==> src/rtl/data_ram_write_arbiter.sv <==
// Data RAM write-port arbiter: core writeback has priority, host writes are
// queued in a small FIFO and drained when the core is idle or when the host
// has been starved for STARVE_LIMIT consecutive cycles.
module data_ram_write_arbiter #(
   parameter int unsigned DATA_WIDTH   = 16,
   parameter int unsigned ADDR_WIDTH   = 8,
   parameter int unsigned FIFO_DEPTH   = 4,
   parameter int unsigned STARVE_LIMIT = 8
) (
   input  logic                          Clock,
   input  logic                          Reset,
   input  logic                          iCoreWriteEnable,
   input  logic [ADDR_WIDTH-1:0]         iCoreAddress,
   input  logic [DATA_WIDTH-1:0]         iCoreData,
   output logic                          oCoreStall,
   input  logic                          iHostValid,
   input  logic [ADDR_WIDTH-1:0]         iHostAddress,
   input  logic [DATA_WIDTH-1:0]         iHostData,
   output logic                          oHostReady,
   output logic                          oRamWriteEnable,
   output logic [ADDR_WIDTH-1:0]         oRamWriteAddress,
   output logic [DATA_WIDTH-1:0]         oRamDataIn,
   output logic                          oGrantHost,
   output logic [$clog2(FIFO_DEPTH):0]   oHostPending
);

   localparam int unsigned PTR_W    = $clog2(FIFO_DEPTH);
   localparam int unsigned CNT_W    = PTR_W + 1;
   localparam int unsigned STARVE_W = 8;
   localparam int unsigned ENTRY_W  = ADDR_WIDTH + DATA_WIDTH;

   typedef enum logic {NORMAL = 1'b0, FORCE = 1'b1} state_t;

   state_t              state_q, state_d;
   logic [STARVE_W-1:0] starve_q, starve_d;
   logic [PTR_W-1:0]    wr_ptr_q, wr_ptr_d;
   logic [PTR_W-1:0]    rd_ptr_q, rd_ptr_d;
   logic [CNT_W-1:0]    count_q, count_d;
   logic [ENTRY_W-1:0]  mem [FIFO_DEPTH];

   logic                fifo_empty;
   logic                fifo_full;
   logic                push;
   logic                host_grant;
   logic [ADDR_WIDTH-1:0] head_addr;
   logic [DATA_WIDTH-1:0] head_data;

   // Arbitration, RAM port mux and next-state computation
   always_comb begin
      fifo_empty = (count_q == CNT_W'(0));
      fifo_full  = (count_q == CNT_W'(FIFO_DEPTH));
      push       = iHostValid & ~fifo_full & ~Reset;
      {head_addr, head_data} = mem[rd_ptr_q];
      // FORCE is only ever entered with a non-empty queue; the empty term keeps it safe anyway
      host_grant = ~fifo_empty & ((state_q == FORCE) | ~iCoreWriteEnable) & ~Reset;

      oCoreStall       = (state_q == FORCE) & ~Reset;
      oHostReady       = ~fifo_full & ~Reset;
      oGrantHost       = host_grant;
      oHostPending     = count_q;
      oRamWriteEnable  = 1'b0;
      oRamWriteAddress = '0;
      oRamDataIn       = '0;
      if (host_grant) begin
         oRamWriteEnable  = 1'b1;
         oRamWriteAddress = head_addr;
         oRamDataIn       = head_data;
      end else if (iCoreWriteEnable && (state_q == NORMAL) && !Reset) begin
         oRamWriteEnable  = 1'b1;
         oRamWriteAddress = iCoreAddress;
         oRamDataIn       = iCoreData;
      end

      wr_ptr_d = push       ? wr_ptr_q + PTR_W'(1) : wr_ptr_q;
      rd_ptr_d = host_grant ? rd_ptr_q + PTR_W'(1) : rd_ptr_q;
      count_d  = count_q;
      if (push && !host_grant)      count_d = count_q + CNT_W'(1);
      else if (!push && host_grant) count_d = count_q - CNT_W'(1);

      state_d  = NORMAL;
      starve_d = '0;
      if ((state_q == NORMAL) && !fifo_empty && iCoreWriteEnable) begin
         starve_d = starve_q + STARVE_W'(1);
         if (starve_d == STARVE_W'(STARVE_LIMIT)) state_d = FORCE;
      end
   end

   // FSM, starve counter and FIFO pointers
   always_ff @(posedge Clock or posedge Reset) begin
      if (Reset) begin
         state_q  <= NORMAL;
         starve_q <= '0;
         wr_ptr_q <= '0;
         rd_ptr_q <= '0;
         count_q  <= '0;
      end else begin
         state_q  <= state_d;
         starve_q <= starve_d;
         wr_ptr_q <= wr_ptr_d;
         rd_ptr_q <= rd_ptr_d;
         count_q  <= count_d;
      end
   end

   // Queue storage; contents are don't-care until pushed
   always_ff @(posedge Clock) begin
      if (push) mem[wr_ptr_q] <= {iHostAddress, iHostData};
   end

endmodule

==> config.mk <==
export PLATFORM = sky130hd
export DESIGN_NAME = data_ram_write_arbiter
export DESIGN_NICKNAME = d
export VERILOG_FILES = /design/src/rtl/data_ram_write_arbiter.sv
export SDC_FILE = /design/constraint.sdc
export NUM_CORES = 1
export LEC_CHECK = 0
export ABC_AREA = 1
export CAP_MARGIN = 40
export CORE_ASPECT_RATIO = 1.5
export CORE_MARGIN = 3
export CORE_UTILIZATION = 53
export DETAILED_ROUTE_END_ITERATION = 7
export HOLD_SLACK_MARGIN = 0.15
export MAX_ROUTING_LAYER = met4
export PLACE_DENSITY = 0.8
export SLEW_MARGIN = 20
export SYNTH_ARGS = -nofsm -noshare
export SYNTH_HDL_FRONTEND = slang
export SYNTH_SLANG_ARGS = --single-unit
==> constraint.sdc <==
create_clock -name Clock -period 2.7 [get_ports Clock]
set_clock_uncertainty 0.2 [all_clocks]
set_input_delay 0.27 -clock Clock [delete_from_list [all_inputs] [get_ports Clock]]
set_output_delay 0.27 -clock Clock [all_outputs]
set_load 0.02 [all_outputs]
==> results.json <==
{
  "status": "completed",
  "pwr-share-comb": 0.358,
  "setup_violations": 0,
  "fin_util": 0.6940,
  "clk_latency_ns": 0.33,
  "wirelength_um": 10770,
  "grtUsageMet2": 0.3790,
  "switching_power_mw": 1.835,
  "die_area_um2": 10360,
  "fin_crit_ns": 2.622,
  "finalWorstSetupSlack_ns": 0.07824,
  "cap_violations": 0,
  "syn_area_um2": 4848,
  "max_stage_delay_ns": 0.60,
  "cts_root_buf": "clkbuf_16",
  "power_mw": 5.417,
  "synth_ff_type": "edfxtp_1",
  "swShare": 0.3387,
  "worstMarginPinSlew_ns": 0.3719,
  "stdcell_area_um2": 6163,
  "num_vias": 3505,
  "dpl.cell_count": 613,
  "fillers": 631,
  "cellPowerDensity_nw_per_um2": 878.8,
  "drc": 0,
  "hold_slack_ns": 0.2127,
  "p_seq_frac": 0.412,
  "first_global_vias": 3435,
  "path_cells": "inv_4, buf_4, o21ai_1, o22ai_1, nand2_1, nand2_1, clkdlybuf4s50_1",
  "cp-start-kind": "flop",
  "ys_seq_elements": 112,
  "worstPathRequired_ns": 2.23,
  "syn_avg_cell_area_um2": 11.33,
  "async_reset_ff_frac": 0.1429,
  "top_usage_layer": "met2",
  "met1_usage": 0.2318,
  "worstPathMaxFanout": 14,
  "power.leakage_nw": 2.408,
  "use_met3": 0.03933,
  "cts_inserted_buffers": 9,
  "timing.final.hold_violations": 0,
  "io_buffers": 82,
  "cts_tree": "done",
  "drt-initial-drc-count": 256,
  "grt.total_usage": 0.2127,
  "start_util": 0.5459,
  "synthToLayoutAreaGrowth_pct": 27.12,
  "hold_class": "input port to asynchronous set/reset pin",
  "intPower_mw": 3.582,
  "clk_pin_slew_ns": 0.07,
  "placed_area_um2": 5807,
  "ys_seq_area_frac": 0.6772,
  "fp.dieW_um": 84.10,
  "path_common_cell": "nand2_1",
  "grt_pass1_wl_um": 16360,
  "tns_ns": 0,
  "grt_max_degree": 49,
  "num_rows": 42,
  "io_pins": 83,
  "hpwl_um": 6550,
  "gr-total-overflow": 0,
  "synth.distinct_cells": 29,
  "crit_arrival_ns": 2.15,
  "wire_per_inst_um": 17.10,
  "finalNonFillerCells": 630,
  "n_antenna_cell": 0,
  "antenna_found_initial": 0,
  "syn-instance-count": 428,
  "cpMaxStageDelayCell": "clkdlybuf4s50_1",
  "synth_edf_count": 96,
  "ctsLongestPathBuffers": 2,
  "relSlewSlack": 0.7521,
  "cts.sinks": 112,
  "htreeDepth": 3,
  "clkPwrFrac": 0.230,
  "final_max_slew_viol_count": 0,
  "die_h_um": 123.1,
  "vdd_ir_drop_max_uv": 612.1,
  "period_share": 0.9710,
  "firstDrtPassIters": 5,
  "antenna_left": 0,
  "drive_gt1_frac": 0.09423,
  "worst_r2r_path_depth": 8,
  "cp-end-kind": "primary output",
  "max_clock_freq_mhz": 381.4,
  "worstSetupPathType": "flop to primary output",
  "via_per_inst": 5.563,
  "nets": 575,
  "gp_congestion": 0.7860,
  "pre_cts_slack_ns": 0.1911,
  "yosysWarnings": 0,
  "core_um2": 8881,
  "syn-num-nets": 488
}
## flip-flops by register name, summed over array words and instances, names as in the netlist
name and count:
mem 96, oHostPending 3, rd_ptr_q 2, starve_q 8, state_q 1, wr_ptr_q 2
## synthesized netlist by cell type, types with 2 or more instances
cell type / n / share of area
a21oi_1: 5 / 0.0052
buf_2: 12 / 0.012
buf_4: 4 / 0.0062
buf_6: 2 / 0.0046
clkbuf_1: 2 / 0.0015
dfrtp_1: 16 / 0.083
edfxtp_1: 96 / 0.59
ha_1: 7 / 0.018
inv_1: 24 / 0.019
inv_2: 3 / 0.0023
nand2_1: 71 / 0.055
nand2_2: 2 / 0.0026
nand3_1: 28 / 0.029
nand4_1: 2 / 0.0026
nor2_1: 63 / 0.049
nor2_2: 4 / 0.0052
o21ai_0: 34 / 0.035
o21ai_1: 16 / 0.017
o22ai_1: 24 / 0.031
xor2_1: 4 / 0.0072
## worst paths after layout
kind / from / slack, ns / endpoint
hold reg to reg: starve_q[0]$_DFF_PP0_ / 0.36 / starve_q[0]$_DFF_PP0_
setup reg to reg: oHostPending[1]$_DFFE_PP0P_ / 0.44 / oHostPending[1]$_DFFE_PP0P_
min in group Clock: starve_q[0]$_DFF_PP0_ / 0.36 / starve_q[0]$_DFF_PP0_
max in group asynchronous: Reset / 1.82 / rd_ptr_q[0]$_DFFE_PP0N_
setup / recovery: rd_ptr_q[0]$_DFFE_PP0N_ / 0.08 / oRamWriteAddress[3]
hold / removal: Reset / 0.21 / state_q$_DFF_PP0_
## worst max-delay path, delay by kind of cell (launching register included)
family                 cells  cell delay, ns
AO/OA/AOI/OAI              2            0.23
AND/OR/NAND/NOR            2            0.13
flip-flops                 1            0.47
buffers and inverters      3            0.97
## cells by family after synthesis
| family | count (synthesis) | share of synthesized area |
|---|---|---|
| mux | 1 | 0.002322 |
| compound gates | 82 | 0.09368 |
| buf+inv | 48 | 0.04697 |
| fa+ha+maj | 8 | 0.02219 |
| flops | 112 | 0.6772 |
| simple gates | 172 | 0.1486 |
| xor+xnor | 5 | 0.009032 |
## timing repair
item	4_1_cts	5_1_grt
setup endpoints to repair	7	16
hold buffers	0	0
buffers inserted	0	0
gates resized for setup	1	16
gates cloned	0	1
pin swaps	0	0
## area by class of cell
type	instances	area, um2	area share
Clock buffer	9	225.2	0.03654
Timing Repair Buffer	96	992.2	0.1610
Sequential cell	112	3284	0.5329
Clock inverter	7	62.56	0.01015
Multi-Input combinational cell	268	1348	0.2186
Tap cell	110	137.6	0.02233
Inverter	28	113.9	0.01847
## metal layers
metal,wire length (um),share of wire
met2,5842,0.54
met5,0,0
met1,4064,0.38
met3,700,0.065
met4,165,0.015
## power by group through the flow
stage | clock network [mW] | registers (mW) | logic [mW]
after floorplan | 0 | 2.27 | 1.17
after global placement | 0 | 2.24 | 1.79
after detailed placement | 0 | 2.25 | 1.84
after CTS | 1.27 | 2.21 | 1.87
after global routing | 1.33 | 2.25 | 2.12
final | 1.25 | 2.23 | 1.94
## cells in the final DEF, fill, tap and decap left out
cell type and n:
nor2_2 8, clkdlybuf4s50_1 74, dfrtp_2 1, clkinvlp_4 2, clkinv_1 2, inv_4 1
inv_2 1, nand2_1 71, nand3_1 28, clkbuf_16 10, ha_1 7, o21ai_0 34
o22ai_1 24, inv_6 1, nand3_4 1, xor2_1 4, mux2_2 1, o21bai_2 1
nand3_2 1, nand4_1 2, buf_6 1, a21oi_1 5, dlymetal6s2s_1 8, a21oi_2 1
buf_12 2, dfrtp_1 15, o21ai_2 1, nor2_1 59, buf_4 10, clkinv_2 3
xnor2_1 1, nand2_2 2, o21ai_1 16, fa_1 1, bufinv_16 1, edfxtp_1 96
inv_1 24
No activity file was read; power rests on OpenSTA's default activity.
